## src/rtl/cofre_controller.sv

```systemverilog
// Master controller for the safe: sequences open / closed / blocked, counts wrong
// attempts, times the lockout and drives the bolt and alarm.
module cofre_controller #(
   parameter int BLOCK_CYCLES = 50000000,
   parameter int CNT_W        = 26
) (
   input  logic       clk,
   input  logic       reset,
   input  logic       B,
   input  logic       FECHA,
   input  logic       senha_ok,
   output logic [1:0] state,
   output logic [1:0] error_count,
   output logic       SPA,
   output logic       trava,
   output logic       alarme
);

   typedef enum logic [1:0] {
      AB  = 2'b00,
      FE  = 2'b01,
      BL  = 2'b10,
      ILL = 2'b11
   } state_t;

   localparam logic [CNT_W-1:0] CNT_LAST = CNT_W'(BLOCK_CYCLES - 1);

   // The state register stays a plain vector so the illegal code 11 is representable.
   logic [1:0]       state_q, state_d;
   logic [1:0]       err_q, err_d;
   logic             spa_q, spa_d;
   logic             trava_q, trava_d;
   logic             alarme_q, alarme_d;
   logic [CNT_W-1:0] cnt_q, cnt_d;
   logic             b_prev;
   logic             b_rise;

   assign b_rise = B & ~b_prev;

   always_ff @(posedge clk) begin
      if (reset) begin
         state_q  <= AB;
         err_q    <= 2'd0;
         spa_q    <= 1'b0;
         trava_q  <= 1'b0;
         alarme_q <= 1'b0;
         cnt_q    <= '0;
         b_prev   <= 1'b0;
      end else begin
         state_q  <= state_d;
         err_q    <= err_d;
         spa_q    <= spa_d;
         trava_q  <= trava_d;
         alarme_q <= alarme_d;
         cnt_q    <= cnt_d;
         b_prev   <= B;
      end
   end

   always_comb begin
      state_d  = state_q;
      err_d    = err_q;
      spa_d    = spa_q;
      trava_d  = trava_q;
      alarme_d = alarme_q;
      cnt_d    = cnt_q;
      case (state_t'(state_q))
         AB: begin
            // Programming wins over closing when both happen in the same cycle.
            if (b_rise && !spa_q) begin
               spa_d = 1'b1;
            end else if (FECHA && spa_q) begin
               state_d = FE;
               trava_d = 1'b1;
            end
         end
         FE: begin
            if (b_rise) begin
               if (senha_ok) begin
                  state_d = AB;
                  trava_d = 1'b0;
                  err_d   = 2'd0;
                  spa_d   = 1'b0;
               end else if (err_q < 2'd2) begin
                  err_d = err_q + 2'd1;
               end else begin
                  err_d    = 2'd3;
                  state_d  = BL;
                  alarme_d = 1'b1;
                  cnt_d    = '0;
               end
            end
         end
         BL: begin
            if (cnt_q == CNT_LAST) begin
               state_d  = FE;
               err_d    = 2'd0;
               alarme_d = 1'b0;
               cnt_d    = '0;
            end else begin
               cnt_d = cnt_q + CNT_W'(1);
            end
         end
         ILL: begin
            state_d  = BL;
            err_d    = 2'd3;
            trava_d  = 1'b1;
            alarme_d = 1'b1;
            cnt_d    = '0;
         end
      endcase
   end

   always_comb begin
      state       = state_q;
      error_count = err_q;
      SPA         = spa_q;
      trava       = trava_q;
      alarme      = alarme_q;
   end

endmodule

```

## config.mk

```make
export PLATFORM = sky130hd
export DESIGN_NAME = cofre_controller
export DESIGN_NICKNAME = d
export VERILOG_FILES = /design/src/rtl/cofre_controller.sv
export SDC_FILE = /design/constraint.sdc
export NUM_CORES = 1
export LEC_CHECK = 0
export ABC_AREA = 1
export BUFFER_PORTS_ARGS = -buffer_cell sky130_fd_sc_hd__buf_4
export CAP_MARGIN = 15
export CORE_AREA = 2 2 58 87
export CTS_CLUSTER_SIZE = 30
export DETAILED_ROUTE_END_ITERATION = 6
export DIE_AREA = 0 0 60 89
export GPL_TIMING_DRIVEN = 0
export PLACE_DENSITY = 0.57
export SYNTH_ARGS = -nofsm -noshare
export SYNTH_HDL_FRONTEND = slang
export SYNTH_SLANG_ARGS = --single-unit
```

## constraint.sdc

```tcl
create_clock -name clk -period 3.8 [get_ports clk]
set_input_delay 0.57 -clock clk [delete_from_list [all_inputs] [get_ports clk]]
set_output_delay 0.57 -clock clk [all_outputs]
set_load 0.03 [all_outputs]
```

[Yosys cells after proc, flatten, opt, wreduce, memory -nomap -nowiden]
Index checks and enable logic that the tools add are counted.
Word-level totals
  register bits after elaboration: 34
  ROM bits: 0
  input bits: 5
  memories: 0
  latch bits: 0
  memory bits (writable): 0
  output and inout bits: 7
  word-level logic and storage cells: 67
Operators by class
  $mul: 0
  bitwise logic cells: 2
  div/mod/pow operators: 0
  order comparisons: 1
  eq/ne operators: 13
  shifts and indexed selects: 0
  add/sub/neg operators: 2
  reductions and logical operators: 13
  multiplexer cells: 29
Operator list (count)
  $mux 26: 4
  $pmux 26 s3: 1
  $add 26x1->26 const B: 1
  $eq 26x26->1 const B: 1
  $mux 2: 10
  $ne 2x2->1 const B: 8
  $reduce_and 5->1: 3
  $mux 1: 9
  $pmux 2 s4: 1
  $reduce_and 4->1: 2
  $pmux 1 s3: 2
  $pmux 2 s3: 1
  $reduce_bool 3->1: 2
  $eq 2x2->1 const B: 2
  $ne 3x3->1 const B: 1
  $reduce_and 3->1: 1
  $add 2x1->2 const B: 1
  $eq 2x1->1 const B: 1
  $logic_and 1x1->1: 2
  $logic_not 2->1: 1
  $lt 2x2->1 const B: 1
  $pmux 1 s2: 1
  $reduce_bool 2->1: 1
  $and 1x1->1: 1
  other kinds (2): 2

[Depth between registers and ports, before layout]
Gate-level depths: netlist of the first run.
  depth in word-level cells: 5
  mapped depth: 11
  depth with buffers taken out: 10

[Worst setup path after synthesis of the first run]
OpenSTA, ideal clock, no wires.
  path type: register to register
  start: reg state_q[0] (netlist: state[0])
  end: reg alarme_q (netlist: alarme)
  clock period less this slack: 1.585 ns
  data arrival time: 1.453 ns
  setup slack: 2.215 ns
  cell stages (with the launch flop): 9
  path through: dfxtp_1 > inv_1 > nor2_2 > nand2_1 > nand3_2 > inv_2 > buf_4 > o21ai_0 > a21oi_1
Between the ends
  longest elaborated chain between the ends: 3
  elaborated cells between the ends (all ways): 10
  those cells by class: eq/ne: 7; mux: 1; reduce/logical: 2
RTL lines
  start: declaration: line 29  | logic [1:0] state_q, state_d;
  start signal: assignment: line 50  | state_q <= state_d;
  $eq 2x1->1 / $eq 2x2->1 (equally long branches): line 67  | case (state_t'(state_q))
  $ne 2x2->1 (no line) / $reduce_bool 3->1 (equally long branches)
  $reduce_and 5->1 (no line)
  end signal: assignment: line 54  | alarme_q <= alarme_d;
  end: declaration: line 33  | logic alarme_q, alarme_d;
Several ways; a longest one is shown, not always the timed one.
A chain may end at the register's enable or synchronous reset.

[Worst setup path in the final report of the first run]
  start: reg cnt_q[0]
  end: reg cnt_q[22]
Between the ends
  longest elaborated chain between the ends: 3
  elaborated cells between the ends (all ways): 4
  those cells by class: add/sub: 1; eq/ne: 1; mux: 2
RTL lines
  start: declaration: line 34  | logic [CNT_W-1:0] cnt_q, cnt_d;
  start signal: assignment: line 55  | cnt_q <= cnt_d;
  $add 26x1->26 / $eq 26x26->1 (equally long branches): line 101, 95
  $mux 26 (*): line 95  | if (cnt_q == CNT_LAST) begin
  $pmux 26 s3 (*): line 67
Every way passes the cells marked *; elsewhere a longest branch is shown, timed or not.

==> reports/metrics.yaml, run 1 <==
wl_per_cell_um: 12.5
area_growth_syn_to_layout_pct: 12.9
die_y_um: 89
postLayoutCellArea_um2: 2250
pre_cts_slack_ns: 1.87
cts_setup_buffers: 0
synth_area_leaders: "dfxtp_1 (34%), nand2_1 (17%), nor2_1 (11%), inv_1 (8.1%), nand3_1 (6.5%)"
synth_edf_count: 0
drv_cap: 0
crit_type: "flip-flop to flip-flop"
critPathSlowestCell: "dfxtp_1"
cts.sinks: 34
whs_ns: 0.471
ys_async_sr_fraction: 0
crit_family: "simple AND/OR/NAND/NOR gates"
pin_count: 12
postSynthCellCount: 325
syn_area_um2: 1990
reg2reg_slack_ns: 1.91
setup_slack_ns: 1.91
drive_gt1_frac: 0.0959
synth_common_cells: "nand2_1 (89), nor2_1 (60), inv_1 (43), dfxtp_1 (34), nand3_1 (26)"
cts_resized: 0
setup-violations-final: 0
setup.worst_path.start_class: "flip-flop"
yosys.cell_count.top_type: "nand2_1"
powerDensity_nw_per_um2: 501
post-synth-top-area-fraction: 0.341
numPortBuffers: 11
grt_pass1_vias: 1942
vias: 1991
critical_path_buf_inv_count: 2
clk_pin_slew_ns: 0.07
synth_top_area_cell: "dfxtp_1"
htree_levels: 2
ys_types: 27
ant_nets: 0
grt_max_degree: 12
p_leak_nw: 0.879
antenna_cells: 0
p_total_mw: 1.13
finish.net_count: 349
worstPathArrival_ns: 2.08
place.detailed.hpwl_mm: 3.98
placed_area_um2: 2160
worstPathRequired_ns: 3.99
worst_slew_margin_rel: 0.638
outcome: "finished clean"
root_buffer: "clkbuf_8"
yosysSeqAreaShare: 0.341
vias_per_cell: 4.88
ys.flop_type: "dfxtp_1"
synth_seq_cells: 34
critPathCaptureType: "flip-flop"
hp-class: "flip-flop to flip-flop"
wl_mm: 5.11
gr-usage-all-layers: 0.220
yosysWarnings: 0
crit_top_cell: "nand2_4"
synth_area_per_cell_um2: 6.14
final.setup.tns_ns: 0
grt_pass1_wl_mm: 8.67
firstDrtPassIters: 4
clk_path_buf_depth: 2
fin_crit_ns: 1.89
cts_tree: "done"
cts-buffers-inserted: 5
hold_buffers: 0
syn_nets: 331
fmax_ghz: 0.528
fin_skew_ns: 0.00480
slowest_delay_ns: 0.37
clock_latency_ns: 0.29
drc: 0
tightest_slew_ns: 0.542
antenna_found_initial: 0
final_util: 0.496
die_width_um: 60
rows: 30
drv_slew: 0
start_util: 0.439
stdcell_count: 408
min_period_over_period: 0.498
place_congestion: 0.891
worstPathCellList: "ha_1, nand3_1, inv_1, nand2_1, nor2_1, nand2_1, nand2_4, nand2_4, nand2_4, buf_6, nor2_1"
placedCellCount: 400
coreArea_um2: 4540
design.die.area_um2: 5340
rsz0062_at_grt: "no"
crit_fanout: 10
ir_worst_vdd_mv: 0.341
overflow: 0
hold_viol: 0
drt_iter0_markers: 58
==> state kept, by name, indices dropped and copies added (netlist names) <==
| signal | count |
|---|---|
| cnt_q | 26 |
| error_count | 2 |
| state | 2 |
| SPA | 1 |
| alarme | 1 |
| b_prev | 1 |
| trava | 1 |
==> metal layers <==
layer | part of all wire | global-route usage | wire length, um | vias to the layer above
li1 | - | - | - | 1067
met1 | 0.43 | 0.244 | 2180 | 873
met2 | 0.52 | 0.389 | 2640 | 38
met3 | 0.025 | 0.0420 | 129 | 13
met4 | 0.032 | 0.115 | 165 | 0
met5 | 0 | 0 | 0 | -
==> worst paths after layout <==
| check | cells after the start | to | start |
|---|---|---|---|
| worst min-delay path | 2 | alarme | alarme |
| worst max-delay path | 11 | cnt_q[22] | cnt_q[0] |
| worst max register to register | 11 | cnt_q[22] | cnt_q[0] |
| worst min register to register | 2 | alarme | alarme |
==> power breakdown <==
| group | internal (mW) | switching, mW | total, mW | leakage (nW) |
|---|---|---|---|---|
| logic | 0.136 | 0.287 | 0.423 | 0.556 |
| clock network | 0.146 | 0.139 | 0.284 | 0.0472 |
| registers | 0.391 | 0.0315 | 0.422 | 0.276 |
| total | 0.672 | 0.457 | 1.13 | 0.879 |
==> cells in the final DEF (no fill, tap or decap), types with 6 or more instances in the layout <==
| cell | count |
|---|---|
| nand2_1 | 89 |
| nor2_1 | 60 |
| inv_1 | 43 |
| dfxtp_1 | 34 |
| nand3_1 | 26 |
| a21oi_1 | 17 |
| nor3_1 | 13 |
| buf_4 | 12 |
| nand4_1 | 11 |
| o21ai_0 | 6 |
| clkbuf_8 | 6 |
==> cell families after synthesis <==
logic type | share of synthesized area
simple gates | 0.464
fa+ha+maj | 0.00627
xor+xnor | 0.0176
flops | 0.341
buf+inv | 0.0966
compound gates | 0.0747
==> layout make-up <==
type / instances / area (um^2)
Fill cell: 510 / 2290
Multi-Input combinational cell: 243 / 1120
Sequential cell: 34 / 681
Inverter: 44 / 165
Clock buffer: 6 / 82.6
Timing Repair Buffer: 11 / 82.6
Tap cell: 64 / 80.1
Buffer: 4 / 27.5
Clock inverter: 2 / 12.5
==> tightest hold or removal path: cells and delay by family, from the launching register on <==
kind | cells | cell delay [ns]
AO/OA/AOI/OAI | 1 | 0.05
AND/OR/NAND/NOR | 1 | 0.06
flip-flops | 1 | 0.32
(Power assumes the default switching activity.)
==> inputs of run 2 (changes only) <==
--- a/config.mk
+++ b/config.mk
@@ -13,7 +13,7 @@
 export DETAILED_ROUTE_END_ITERATION = 6
 export DIE_AREA = 0 0 60 89
 export GPL_TIMING_DRIVEN = 0
-export PLACE_DENSITY = 0.57
+export PLACE_DENSITY = 0.59
 export SYNTH_ARGS = -nofsm -noshare
 export SYNTH_HDL_FRONTEND = slang
 export SYNTH_SLANG_ARGS = --single-unit
==> constraint.sdc (replaced) <==
create_clock -name clk -period 1.6 [get_ports clk]
set_input_delay 0.24 -clock clk [delete_from_list [all_inputs] [get_ports clk]]
set_output_delay 0.24 -clock clk [all_outputs]
set_load 0.03 [all_outputs]
==> run 2 against run 1 <==
  * Combinational power grew to 3.2 times the previous value
  * Global-route usage is 0.33 points higher
  * Clock skew is 0.00064 ns higher
  * First-iteration DRC count is 12% lower
  * Critical path depth stayed put
  * Via count is 7.0% higher
  * Core utilization is 6.2 points higher
  * Register-to-register slack worse by 1.9 ns
  * Clock power is 140% higher
  * Worst setup slack worse by 1.9 ns
  * Critical path type unchanged
  * Critical endpoint is now cnt_q[12]
  * Largest cell class unchanged
  * Largest power group unchanged
==> reports/metrics.yaml, run 2 (synthesis gave the netlist of run 1 again) <==
overflow: 0  # unchanged
regMostFlops: "cnt_q"  # unchanged
fmax_ghz: 0.638  # was 0.528 GHz
pin_count: 12  # unchanged
ir_worst_vdd_mv: 1.02  # was 0.341 mV
drv_cap: 0  # unchanged
place.detailed.hpwl_mm: 4.00  # was 3.98 mm
die_width_um: 60  # unchanged
worstPathArrival_ns: 1.78  # was 2.08 ns
wl_per_cell_um: 13.4  # was 12.5 um
nFillCells: 474  # was 510
drive_gt1_frac: 0.239  # was 0.0959
place_congestion: 0.880  # was 0.891
crit_type: "flip-flop to flip-flop"  # unchanged
drt_iter0_markers: 51  # was 58
cts_tree: "done"  # unchanged
vias_per_cell: 5.12  # was 4.88
rows: 30  # unchanged
grt_pass1_vias: 1877  # was 1942
critPathSlowestCell: "dfxtp_4"  # was dfxtp_1
area_growth_syn_to_layout_pct: 27.1  # was 12.9%
final_util: 0.558  # was 0.496
layout_common_cells: "nand2_1 (85), nor2_1 (50), inv_1 (39)"  # was nand2_1 (89), nor2_1 (60), inv_1 (43)
grt_max_degree: 11  # was 12
seqCellArea_um2: 704  # was 681 um^2
clk_pin_slew_ns: 0.07  # about the same
htree_levels: 2  # unchanged
finish.net_count: 357  # was 349
die_y_um: 89  # unchanged
fin_skew_ns: 0.00544  # was 0.00480 ns
whs_ns: 0.165  # was 0.471 ns
tightest_slew_ns: 0.487  # was 0.542 ns
largest_reg_flops: 26  # unchanged
antenna_cells: 0  # unchanged
firstDrtPassIters: 4  # unchanged
fin_crit_ns: 1.57  # was 1.89 ns
antenna_found_initial: 0  # unchanged
setup-violations-final: 0  # unchanged
ant_nets: 0  # unchanged
setup.worst_path.start_class: "flip-flop"  # unchanged
multi_input_area_um2: 1280  # was 1120 um^2
layout_commonest_cell: "nand2_1"  # unchanged
root_buffer: "clkbuf_8"  # unchanged
coreArea_um2: 4540  # unchanged
cts.sinks: 34  # unchanged
drc: 0  # unchanged
worstPathRequired_ns: 1.81  # was 3.99 ns
hold_viol: 0  # unchanged
drv_slew: 0  # unchanged
clock_latency_ns: 0.29  # about the same
critical_path_buf_inv_count: 2  # unchanged
rsz0062_at_grt: "yes"  # was no
start_util: 0.439  # unchanged
wl_mm: 5.56  # was 5.11 mm
critPathCaptureType: "flip-flop"  # unchanged
numPortBuffers: 11  # unchanged
hp-class: "primary input to flip-flop"  # was flip-flop to flip-flop
powerDensity_nw_per_um2: 1210  # was 501 nW/um^2
hold_buffers: 0  # unchanged
vias: 2131  # was 1991
cts-buffers-inserted: 5  # unchanged
min_period_over_period: 0.980  # was 0.498
crit_family: "simple AND/OR/NAND/NOR gates"  # unchanged
design.die.area_um2: 5340  # unchanged
grt_pass1_wl_mm: 8.75  # was 8.67 mm
clk_path_buf_depth: 2  # unchanged
worst_slew_margin_rel: 0.675  # was 0.638
worstPathCellList: "ha_4, nand3_4, inv_2, nand2_1, nor2_1, nand2_1, nand2_4, nand2_8, nand2_8, buf_12, nor3_1"  # was ha_1, nand3_1, inv_1, nand2_1, nor2_1, nand2_1, nand2_4, nand2_4, nand2_4, buf_6, nor2_1
gr-usage-all-layers: 0.224  # was 0.220
p_leak_nw: 0.978  # was 0.879 nW
crit_fanout: 6  # was 10
outcome: "finished clean"  # unchanged
slowest_delay_ns: 0.36  # was 0.37 ns
## run 2: cell count changes in the layout (fill, tap and decap cells not counted), moves of 4 or more
cell | before | now
nor2_2 | 2 | 6
nor2_1 | 60 | 50
dfxtp_2 | 0 | 16
nand2_2 | 0 | 4
dfxtp_1 | 34 | 17
nand2_1 | 89 | 85
buf_4 | 12 | 17
nor2_4 | 0 | 6
inv_1 | 43 | 39
## run 2: repair_timing
action,in CTS,in global routing
setup buffers,2,5
setup endpoints to repair,23,28
resized for setup,17,46
pin swaps,1,6
cloned,0,1
hold endpoints to repair,0,0
## run 2: path summary, 6_finish.rpt
check        startpoint         to  slack, ns  cells after the start
min reg2reg      alarme     alarme       0.47                      2
max            cnt_q[0]  cnt_q[12]       0.03                     11
min                   B     b_prev       0.16                      3
max reg2reg    cnt_q[0]  cnt_q[12]       0.03                     11
## run 2: final cells by class
type / count / area share
Inverter: 44 / 0.0661
Multi-Input combinational cell: 243 / 0.505
Sequential cell: 34 / 0.278
Timing Repair Buffer: 19 / 0.0681
Tap cell: 64 / 0.0316
Clock buffer: 7 / 0.0341
Buffer: 4 / 0.0148
Clock inverter: 1 / 0.00197
## run 2: metal layers
| metal | share of wire | GRT usage |
|---|---|---|
| met5 | 0 | 0 |
| met4 | 0.033 | 0.0828 |
| met1 | 0.39 | 0.240 |
| met2 | 0.54 | 0.425 |
| met3 | 0.037 | 0.0362 |
## run 2: worst min-delay path, cell delays in order
cell	delay, ns
buf_4	0.08
inv_1	0.03
nor2_1	0.07
## run 2: through the flow
step	setup slack [ns]	total power, mW	TNS, ns	cells	area [um^2]
6_report	0.0324	3.06	0	416	2530
5_1_grt	-0.0489	3.24	-0.221	416	2530
4_1_cts	0.000399	2.84	0	410	2330
3_5_place_dp	-0.242	2.05	-3.30	400	2160
3_3_place_gp	-0.254	2.04	-3.60	400	2160
2_1_floorplan	0.0149	1.72	0	325	1990
## run 2: where the power goes
part           switching, mW  internal (mW)  total, mW  leakage, nW
combinational          0.810          0.546       1.36        0.646
clock                  0.329          0.347      0.677       0.0482
sequential            0.0894          0.940       1.03        0.284
==> inputs of run 3 (changes only) <==
--- a/config.mk
+++ b/config.mk
@@ -8,12 +8,12 @@
 export ABC_AREA = 1
 export BUFFER_PORTS_ARGS = -buffer_cell sky130_fd_sc_hd__buf_4
 export CAP_MARGIN = 15
-export CORE_AREA = 2 2 58 87
+export CORE_AREA = 2 2 65 98
 export CTS_CLUSTER_SIZE = 30
 export DETAILED_ROUTE_END_ITERATION = 6
-export DIE_AREA = 0 0 60 89
+export DIE_AREA = 0 0 67 100
 export GPL_TIMING_DRIVEN = 0
-export PLACE_DENSITY = 0.59
+export PLACE_DENSITY = 0.48
 export SYNTH_ARGS = -nofsm -noshare
 export SYNTH_HDL_FRONTEND = slang
 export SYNTH_SLANG_ARGS = --single-unit
==> run 3 against run 2 <==
  * Maximum frequency grew 0.63%
  * Largest cell class unchanged
  * Clock-buffer cell count shrank 2
  * Global-route usage is 3.0 points lower
  * Worst setup slack better by 0.0098 ns
  * Hold slack got worse by 0.0031 ns
  * Via count shrank 2.3%
  * First-iteration DRC count up 140%
  * Sequential power barely moved
  * Routed wire length is 5.3% higher
  * Die area grew 25%
  * Highest routed layer unchanged
==> reports/metrics.yaml, run 3 (synthesis gave the netlist of run 1 again) <==
grt_pass1_vias: 2033  # was 1877
critPathCaptureType: "flip-flop"  # unchanged
drv_slew: 0  # unchanged
crit_family: "simple AND/OR/NAND/NOR gates"  # unchanged
finish.net_count: 358  # was 357
overflow: 0  # unchanged
grt_pass1_wl_mm: 9.65  # was 8.75 mm
pin_count: 12  # unchanged
postLayoutCellArea_um2: 2570  # was 2530 um^2
area_growth_syn_to_layout_pct: 29.1  # was 27.1%
ir_worst_vdd_mv: 0.868  # was 1.02 mV
clk_path_buf_depth: 2  # unchanged
layout_common_cells: "nand2_1 (87), nor2_1 (50), inv_1 (40)"  # was nand2_1 (85), nor2_1 (50), inv_1 (39)
cts_tree: "done"  # unchanged
fmax_ghz: 0.642  # was 0.638 GHz
wl_met2_mm: 3.20  # was 3.00 mm
vias_per_cell: 4.88  # was 5.12
met1Wirelength_mm: 2.33  # was 2.17 mm
worstPathCellList: "ha_4, nand3_4, inv_2, nand2_2, nor2_1, nand2_1, nand2_4, nand2_8, nand2_8, clkbuf_16, nor2_1"  # was ha_4, nand3_4, inv_2, nand2_1, nor2_1, nand2_1, nand2_4, nand2_8, nand2_8, buf_12, nor3_1
tightest_slew_ns: 0.496  # was 0.487 ns
fin_skew_ns: 0.00548  # was 0.00544 ns
critPathSlowestCell: "dfxtp_4"  # unchanged
largest_reg_flops: 26  # unchanged
p_total_mw: 3.29  # was 3.06 mW
worstPathArrival_ns: 1.74  # was 1.78 ns
drt_iter0_markers: 123  # was 51
routed-wl-met3_um: 117  # was 204 um
root_buffer: "clkbuf_8"  # unchanged
rsz0062_at_grt: "yes"  # unchanged
min_period_over_period: 0.974  # was 0.980
setup-violations-final: 0  # unchanged
powerDensity_nw_per_um2: 1280  # was 1210 nW/um^2
crit_type: "flip-flop to flip-flop"  # unchanged
critical_path_buf_inv_count: 2  # unchanged
drive_gt1_frac: 0.224  # was 0.239
clk_pin_slew_ns: 0.08  # was 0.07 ns
place_congestion: 0.894  # was 0.880
drv_cap: 0  # unchanged
drc: 0  # unchanged
final.setup.tns_ns: 0  # unchanged
layout_commonest_cell: "nand2_1"  # unchanged
antenna_cells: 0  # unchanged
hold_viol: 0  # unchanged
crit_fanout: 5  # was 6
wl_per_cell_um: 13.7  # was 13.4 um
rows: 35  # was 30
die_y_um: 100  # was 89 um
setup.worst_path.start_class: "flip-flop"  # unchanged
fin_crit_ns: 1.56  # was 1.57 ns
outcome: "finished clean"  # unchanged
numPortBuffers: 11  # unchanged
place.detailed.hpwl_mm: 4.41  # was 4.00 mm
firstDrtPassIters: 4  # unchanged
antenna_found_initial: 0  # unchanged
wl_mm: 5.86  # was 5.56 mm
gr-usage-all-layers: 0.193  # was 0.224
clock_latency_ns: 0.29  # about the same
ant_nets: 0  # unchanged
regMostFlops: "cnt_q"  # unchanged
top_layer: "met4"  # unchanged
placed_area_um2: 2170  # was 2160 um^2
cts.sinks: 34  # unchanged
die_width_um: 67  # was 60 um
hp-class: "primary input to flip-flop"  # unchanged
vias: 2082  # was 2131
cts-buffers-inserted: 5  # unchanged
whs_ns: 0.162  # was 0.165 ns
start_util: 0.335  # was 0.439
grt_max_degree: 13  # was 11
worst_slew_margin_rel: 0.669  # was 0.675
htree_levels: 2  # unchanged
coreArea_um2: 5960  # was 4540 um^2
worstPathRequired_ns: 1.79  # was 1.81 ns
p_leak_nw: 0.988  # was 0.978 nW
slowest_delay_ns: 0.38  # was 0.36 ns
design.die.area_um2: 6700  # was 5340 um^2
run 3: power breakdown:
part	switching [mW]	total (mW)	internal, mW
clock network	0.350	0.814	0.463
registers	0.0958	1.04	0.942
logic	0.855	1.44	0.587
total	1.30	3.29	1.99
run 3: worst paths after layout:
kind	start	endpoint	slack (ns)	cells past startpoint
setup / recovery	cnt_q[0]	cnt_q[2]	0.04	11
hold / removal	B	b_prev	0.16	3
setup reg to reg	cnt_q[0]	cnt_q[2]	0.04	11
hold reg to reg	alarme	alarme	0.47	2
run 3: worst register-to-register path, delay by kind of cell (launching register included):
kind          cells  cell delay, ns
fa+ha+maj         1            0.16
buf+inv           2            0.24
flops             1            0.38
simple gates      8            0.66
run 3: repair_timing:
item / in CTS / in global routing
hold endpoints to repair: 0 / 0
resized for setup: 25 / 32
setup endpoints to repair: 24 / 27
gates cloned: 0 / 1
pin swaps: 2 / 3
buffers inserted: 5 / 3
hold buffers: 0 / 0
run 3: cell type report:
type,instances,area [um^2]
buffer,4,40.0
clock buffer,5,68.8
clock inverter,3,45.0
fill,686,3380
inverter,44,168
multi-input combinational,243,1270
sequential,34,703
tap,74,92.6
timing repair buffer,20,184
run 3: per-stage QoR:
step,std cells,utilization,setup WS (ns)
5_1_grt,427,0.432,-0.0535
3_3_place_gp,410,0.364,-0.324
3_5_place_dp,410,0.364,-0.297
2_1_floorplan,325,-,0.0149
6_report,427,0.432,0.0422
4_1_cts,423,0.407,0.0170
run 3: routing by layer:
layer  track usage  vias up
met5             0        -
met4         0.110        0
met3        0.0235       13
met2         0.347       31
met1         0.211      949
li1              -     1089
